===== src/rtl/mult_pkg.sv =====
// Shared definitions for the iterative shift-add multiplier.
// Holds the iteration-counter interface width, the iteration count at which the
// counter carry-out fires, the control FSM state encoding, and a helper that maps
// a requested iteration count to the counter preload value.
// Consumers: mult_iter_ctrl, the datapath and the counter bench.
package mult_pkg;

   localparam int unsigned CNT_W    = 6;   // count bits plus terminal bit
   localparam int unsigned ITER_MAX = 32;  // 2**(CNT_W-1)

   localparam logic [CNT_W-1:0] ITER_MAX_V = CNT_W'(ITER_MAX);

   typedef enum logic [2:0] {
      IDLE,
      INIT,
      ADD,
      SHIFT,
      DONE
   } state_t;

   // Preload so the counter reaches ITER_MAX after n increments. Out-of-range
   // requests (0 or above ITER_MAX) fall back to the full iteration count.
   function automatic logic [CNT_W-1:0] iter_preload(input logic [CNT_W-1:0] n);
      if (n == '0 || n > ITER_MAX_V) begin
         return '0;
      end
      return ITER_MAX_V - n;
   endfunction

endpackage


===== src/rtl/mult_iter_ctrl.sv =====
// Control FSM for the iterative shift-add multiplier.
// Drives the external iteration counter (clear/load/increment), sequences the
// operand registers and the adder/shifter, and reports busy/done.
//
// Ports:
//   clk       clock, rising edge
//   rst       synchronous active-high reset
//   start     begin an operation (sampled only in IDLE)
//   q0        LSB of the multiplier register, selects add in ADD
//   cnt_co    counter carry-out (count == ITER_MAX)
//   iter_n    requested iteration count (only with MULT_ITER_CTRL_SHORT_ITER_EN)
//   cnt_clr   counter clear (also forced while rst is high)
//   cnt_ld    counter load of cnt_pi
//   cnt_inc   counter increment
//   cnt_pi    counter load value
//   ld_a      load multiplicand register
//   ld_b      load multiplier register / clear accumulator
//   add_en    accumulator += multiplicand
//   shift_en  shift accumulator:multiplier right by one
//   busy      high in every state except IDLE
//   done      one-cycle product-valid pulse
//
// Configuration: define MULT_ITER_CTRL_SHORT_ITER_EN to add the iter_n input and
// preload the counter in INIT instead of clearing it.
module mult_iter_ctrl
   import mult_pkg::*;
(
   input  logic             clk,
   input  logic             rst,
   input  logic             start,
   input  logic             q0,
   input  logic             cnt_co,
`ifdef MULT_ITER_CTRL_SHORT_ITER_EN
   input  logic [CNT_W-1:0] iter_n,
`endif
   output logic             cnt_clr,
   output logic             cnt_ld,
   output logic             cnt_inc,
   output logic [CNT_W-1:0] cnt_pi,
   output logic             ld_a,
   output logic             ld_b,
   output logic             add_en,
   output logic             shift_en,
   output logic             busy,
   output logic             done
);

   state_t state_q, state_d;

   always_ff @(posedge clk) begin
      if (rst) begin
         state_q <= IDLE;
      end else begin
         state_q <= state_d;
      end
   end

`ifdef MULT_ITER_CTRL_SHORT_ITER_EN
   // Preload captured with start so iter_n need not be held during the operation.
   logic [CNT_W-1:0] pi_q;

   always_ff @(posedge clk) begin
      if (rst) begin
         pi_q <= '0;
      end else if (state_q == IDLE && start) begin
         pi_q <= iter_preload(iter_n);
      end
   end
`endif

   always_comb begin
      state_d  = state_q;
      cnt_clr  = 1'b0;
      cnt_ld   = 1'b0;
      cnt_inc  = 1'b0;
      cnt_pi   = '0;
      ld_a     = 1'b0;
      ld_b     = 1'b0;
      add_en   = 1'b0;
      shift_en = 1'b0;
      busy     = 1'b1;
      done     = 1'b0;

      unique case (state_q)
         IDLE: begin
            busy = 1'b0;
            if (start) begin
               state_d = INIT;
            end
         end
         INIT: begin
            ld_a = 1'b1;
            ld_b = 1'b1;
`ifdef MULT_ITER_CTRL_SHORT_ITER_EN
            cnt_ld = 1'b1;
            cnt_pi = pi_q;
`else
            cnt_clr = 1'b1;
`endif
            state_d = ADD;
         end
         ADD: begin
            // Counter output settled since the last increment was a cycle ago.
            if (cnt_co) begin
               state_d = DONE;
            end else begin
               add_en  = q0;
               state_d = SHIFT;
            end
         end
         SHIFT: begin
            shift_en = 1'b1;
            cnt_inc  = 1'b1;
            state_d  = ADD;
         end
         DONE: begin
            done    = 1'b1;
            state_d = IDLE;
         end
         default: begin
            state_d = IDLE;
         end
      endcase

      // Reset must also clear the counter, which has no reset of its own.
      if (rst) begin
         cnt_clr = 1'b1;
      end
   end

endmodule


===== config.mk =====
export PLATFORM = sky130hd
export DESIGN_NAME = mult_iter_ctrl
export DESIGN_NICKNAME = d
export VERILOG_FILES = /design/src/rtl/mult_pkg.sv /design/src/rtl/mult_iter_ctrl.sv
export SDC_FILE = /design/constraint.sdc
export NUM_CORES = 1
export LEC_CHECK = 0
export ABC_CLOCK_PERIOD_IN_PS = 2600
export CORE_AREA = 2 2 39 41
export DETAILED_ROUTE_END_ITERATION = 10
export DIE_AREA = 0 0 41 43
export HOLD_SLACK_MARGIN = 0.08
export PLACE_DENSITY = 0.46
export RECOVER_POWER = 25
export SKIP_CTS_REPAIR_TIMING = 1
export SLEW_MARGIN = 10
export SYNTH_ARGS = -nofsm -noshare
export SYNTH_HDL_FRONTEND = slang
export SYNTH_SLANG_ARGS = --single-unit

===== constraint.sdc =====
create_clock -name clk -period 2.6 [get_ports clk]
set_input_delay 0.52 -clock clk [delete_from_list [all_inputs] [get_ports clk]]
set_output_delay 0.52 -clock clk [all_outputs]
set_load 0.02 [all_outputs]

==> run_summary.xml <==
<?xml version="1.0" encoding="UTF-8"?>
<metrics>
  <group name="routing">
    <metric name="detail_route.wirelength" unit="um">466</metric>
    <metric name="route.antenna.remaining_nets" unit="">0</metric>
    <metric name="vias_per_cell" unit="">3.71</metric>
    <metric name="detail_route.wl_per_cell" unit="um">8.32</metric>
    <metric name="drt_pass1_iterations" unit="">1</metric>
    <metric name="routed-via-count" unit="">208</metric>
    <metric name="drc" unit="">0</metric>
    <metric name="first_iter_violations" unit="">0</metric>
  </group>
  <group name="timing">
    <metric name="highest_achievable_clock_rate" unit="MHz">425</metric>
    <metric name="hold_viol" unit="">0</metric>
    <metric name="finalSetupViolCount" unit="">0</metric>
    <metric name="post-route-period-util" unit="">0.904</metric>
    <metric name="finalClockSkew" unit="ns">0.00105</metric>
    <metric name="rsz0062_at_grt" unit="">no</metric>
    <metric name="finalCriticalPeriod" unit="ns">2.35</metric>
    <metric name="setup-tns-final" unit="ns">0</metric>
    <metric name="finalMaxSlewViolations" unit="">0</metric>
  </group>
  <group name="critical_path">
    <metric name="crit_start" unit="">rst</metric>
    <metric name="crit_arrival" unit="ns">1.83</metric>
    <metric name="required" unit="ns">2.08</metric>
    <metric name="cpMostUsedCell" unit="">sky130_fd_sc_hd__clkdlybuf4s50_1</metric>
    <metric name="worstRegToRegCells" unit="">3</metric>
    <metric name="critical-path-max-stage-delay" unit="ns">0.54</metric>
    <metric name="type_of_destination_of_the_critical_path" unit="">output port</metric>
    <metric name="regToRegSetupSlack" unit="ns">1.59</metric>
    <metric name="timing.critical_path.slowest_stage_cell" unit="">sky130_fd_sc_hd__clkdlybuf4s50_1</metric>
    <metric name="cp_cell_sequence" unit="">clkdlybuf4s50_1, or2_2, clkdlybuf4s50_1</metric>
    <metric name="critPathMaxFanout" unit="">4</metric>
    <metric name="crit-reg2reg-launch" unit="">state_q[1]</metric>
    <metric name="worst_setup_path_start_kind" unit="">primary input</metric>
    <metric name="critical_register_to_register_path_endpoint" unit="">state_q[0]</metric>
    <metric name="criticalPathCategory" unit="">in -&gt; out</metric>
  </group>
  <group name="power">
    <metric name="power.internal" unit="uW">130</metric>
    <metric name="netSwitchingFraction" unit="">0.302</metric>
    <metric name="sequentialPowerShare" unit="">0.288</metric>
    <metric name="post-layout-total-power" unit="uW">186</metric>
    <metric name="switching_power" unit="uW">56.2</metric>
    <metric name="static_leak" unit="nW">0.151</metric>
    <metric name="clockPowerShare" unit="">0.446</metric>
    <metric name="share_comb_of_total_power" unit="">0.266</metric>
    <metric name="vdd.ir_drop.worst" unit="mV">0.132</metric>
    <metric name="power_per_cell_area" unit="nW/um^2">529</metric>
  </group>
  <group name="die">
    <metric name="die_height" unit="um">43</metric>
    <metric name="die_area" unit="um^2">1760</metric>
    <metric name="core.rowCount" unit="">14</metric>
    <metric name="start_util" unit="">0.162</metric>
    <metric name="die_w" unit="um">41</metric>
    <metric name="core_region_area" unit="um^2">1380</metric>
    <metric name="io_pins" unit="">20</metric>
  </group>
  <group name="min_path">
    <metric name="worstHoldEndpoint" unit="">state_q[2]</metric>
    <metric name="min_delay_path_depth" unit="">2</metric>
    <metric name="hold_path_class" unit="">reg -&gt; reg</metric>
    <metric name="min_from" unit="">state_q[1]</metric>
  </group>
  <group name="layout">
    <metric name="ratio_of_cells_with_drive_above_1_in_the_final_layout" unit="">0.125</metric>
    <metric name="fin_nets" unit="">46</metric>
    <metric name="utilization" unit="">0.254</metric>
    <metric name="mostFrequentLayoutCell" unit="">sky130_fd_sc_hd__clkdlybuf4s50_1</metric>
    <metric name="syn_to_final_growth" unit="%">57.0</metric>
    <metric name="layout.area.seq" unit="um^2">60.1</metric>
    <metric name="regMostFlops" unit="">state_q</metric>
    <metric name="combined_area_of_the_multi_input_logic_cells" unit="um^2">115</metric>
    <metric name="layout_common_cells" unit="">11 x sky130_fd_sc_hd__clkdlybuf4s50_1, 7 x sky130_fd_sc_hd__conb_1, 3 x sky130_fd_sc_hd__nor3b_1, 3 x sky130_fd_sc_hd__clkbuf_4, 3 x sky130_fd_sc_hd__dfxtp_1</metric>
    <metric name="antenna_cells" unit="">0</metric>
    <metric name="registers_with_the_most_flip_flops" unit="">state_q: 3 flops</metric>
    <metric name="largest_register_ffs" unit="">3</metric>
    <metric name="layoutNonFillerInstCount" unit="">56</metric>
    <metric name="layout.filler_cells" unit="">163</metric>
  </group>
  <group name="cts">
    <metric name="clkTransAtPathRegs" unit="ns">0.04</metric>
    <metric name="clk_root_buffer_cell" unit="">sky130_fd_sc_hd__clkbuf_4</metric>
    <metric name="cts-buffers-inserted" unit="">3</metric>
    <metric name="clock_sinks" unit="">3</metric>
    <metric name="number_of_h_tree_branching_levels" unit="">1</metric>
    <metric name="ctsLongestPathBuffers" unit="">2</metric>
    <metric name="tritoncts" unit="">yes</metric>
    <metric name="insertion_delay" unit="ns">0.23</metric>
  </group>
  <group name="place">
    <metric name="placedCellCount" unit="">52</metric>
    <metric name="buffer_ports.inserted" unit="">12</metric>
    <metric name="finalWeightedCongestion" unit="">0.707</metric>
    <metric name="dp_hpwl" unit="um">356</metric>
  </group>
  <group name="global_route">
    <metric name="grt_use_total" unit="">0.0592</metric>
    <metric name="grtUsageMet1" unit="">0.0769</metric>
    <metric name="antenna_found_initial" unit="">0</metric>
    <metric name="global_route_wire_length_before_repair" unit="um">676</metric>
    <metric name="global_routing_met3_resource_utilization" unit="">0</metric>
    <metric name="globalRouteOverflowTotal" unit="">0</metric>
    <metric name="grt_start_max_net_pins" unit="">9</metric>
    <metric name="first_global_vias" unit="">183</metric>
    <metric name="grt_most_used_layer" unit="">met4</metric>
    <metric name="grt_use_met2" unit="">0.0719</metric>
  </group>
  <group name="synthesis">
    <metric name="synthesis.area" unit="um^2">224</metric>
    <metric name="synthAdderAreaFrac" unit="">0</metric>
    <metric name="post_synth_simple_gate_area" unit="">0.296</metric>
    <metric name="syn-mean-instance-area" unit="um^2">8.61</metric>
    <metric name="netlist-cell-type-count" unit="">13</metric>
    <metric name="yosys.area_share.xor_xnor" unit="">0</metric>
    <metric name="synth-warning-count" unit="">0</metric>
    <metric name="synthDominantCellAreaShare" unit="">0.302</metric>
    <metric name="synth_area_in_compound_gates" unit="">0.101</metric>
    <metric name="register_area_share_after_synthesis" unit="">0.268</metric>
    <metric name="cell_taking_the_most_area_after_synthesis" unit="">sky130_fd_sc_hd__buf_4</metric>
    <metric name="fraction_of_synthesized_area_in_multiplexers" unit="">0</metric>
    <metric name="synth.ff_latch_count" unit="">3</metric>
    <metric name="synth_top_cells_by_area" unit="">sky130_fd_sc_hd__buf_4 30%, sky130_fd_sc_hd__dfxtp_1 27%, sky130_fd_sc_hd__nor3b_1 10%</metric>
    <metric name="largest_family_of_logic_cells_by_synthesized_area" unit="">buffers and inverters</metric>
    <metric name="synthCells" unit="">26</metric>
  </group>
  <group name="status">
    <metric name="status" unit="">completed</metric>
  </group>
  <group name="run">
    <metric name="number_of_maximum_capacitance_violations" unit="">0</metric>
  </group>
</metrics>
[logic make-up after synthesis]
logic type,count (synthesis)
AO/OA/AOI/OAI,2
flip-flops,3
AND/OR/NAND/NOR,10
buffers and inverters,10
other,1
[power by group through the flow]
stage	logic [mW]	registers (mW)	clock network, mW
floorplan	0.0387	0.0530	0
global placement	0.0505	0.0544	0
detailed placement	0.0501	0.0543	0
CTS	0.0503	0.0536	0.0875
global route	0.0529	0.0546	0.0897
finish	0.0496	0.0535	0.0829
[critical path, delay by kind of cell]
kind	cells	cell delay (ns)
buf+inv	2	1.00
simple gates	1	0.31
[worst max-delay path by stage]
stage | endpoint | slack (ns) | cells past startpoint
floorplan | add_en | 0.61 | 2
global placement | add_en | 0.01 | 4
detailed placement | add_en | 0.02 | 4
CTS | add_en | 0.02 | 4
global route | cnt_clr | 0.18 | 3
finish | cnt_clr | 0.25 | 3
[metrics by stage]
step	hold WS [ns]	setup slack (ns)	area [um^2]
detailed placement	0.512	0.0170	327
CTS	0.519	0.0170	353
floorplan	0.464	0.611	246
global placement	0.510	0.0142	327
global route	0.579	0.179	352
finish	0.516	0.250	352
[cell usage after synthesis]
cell type	n
sky130_fd_sc_hd__dfxtp_1	3
sky130_fd_sc_hd__nor3b_1	3
sky130_fd_sc_hd__or2_2	1
sky130_fd_sc_hd__nor4b_1	1
sky130_fd_sc_hd__nand2_1	1
sky130_fd_sc_hd__a2111oi_2	1
sky130_fd_sc_hd__conb_1	1
sky130_fd_sc_hd__inv_1	1
sky130_fd_sc_hd__a211oi_1	1
sky130_fd_sc_hd__or3_1	1
sky130_fd_sc_hd__buf_4	9
sky130_fd_sc_hd__nand2b_1	2
sky130_fd_sc_hd__nor4_1	1
[layer usage]
metal / wire, um / vias up
li1: - / 104
met1: 194 / 88
met2: 203 / 14
met3: 53 / 2
met5: 0 / -
met4: 14 / 0
[area by class of cell]
| type | instances | share of cell area |
|---|---|---|
| repair buffers | 13 | 0.359 |
| multi-input cells | 19 | 0.327 |
| flip-flops and latches | 3 | 0.171 |
| clock buffers | 4 | 0.0747 |
| well taps | 16 | 0.0569 |
| inverters | 1 | 0.0107 |
Note: power is estimated with default switching activity, not from simulation.
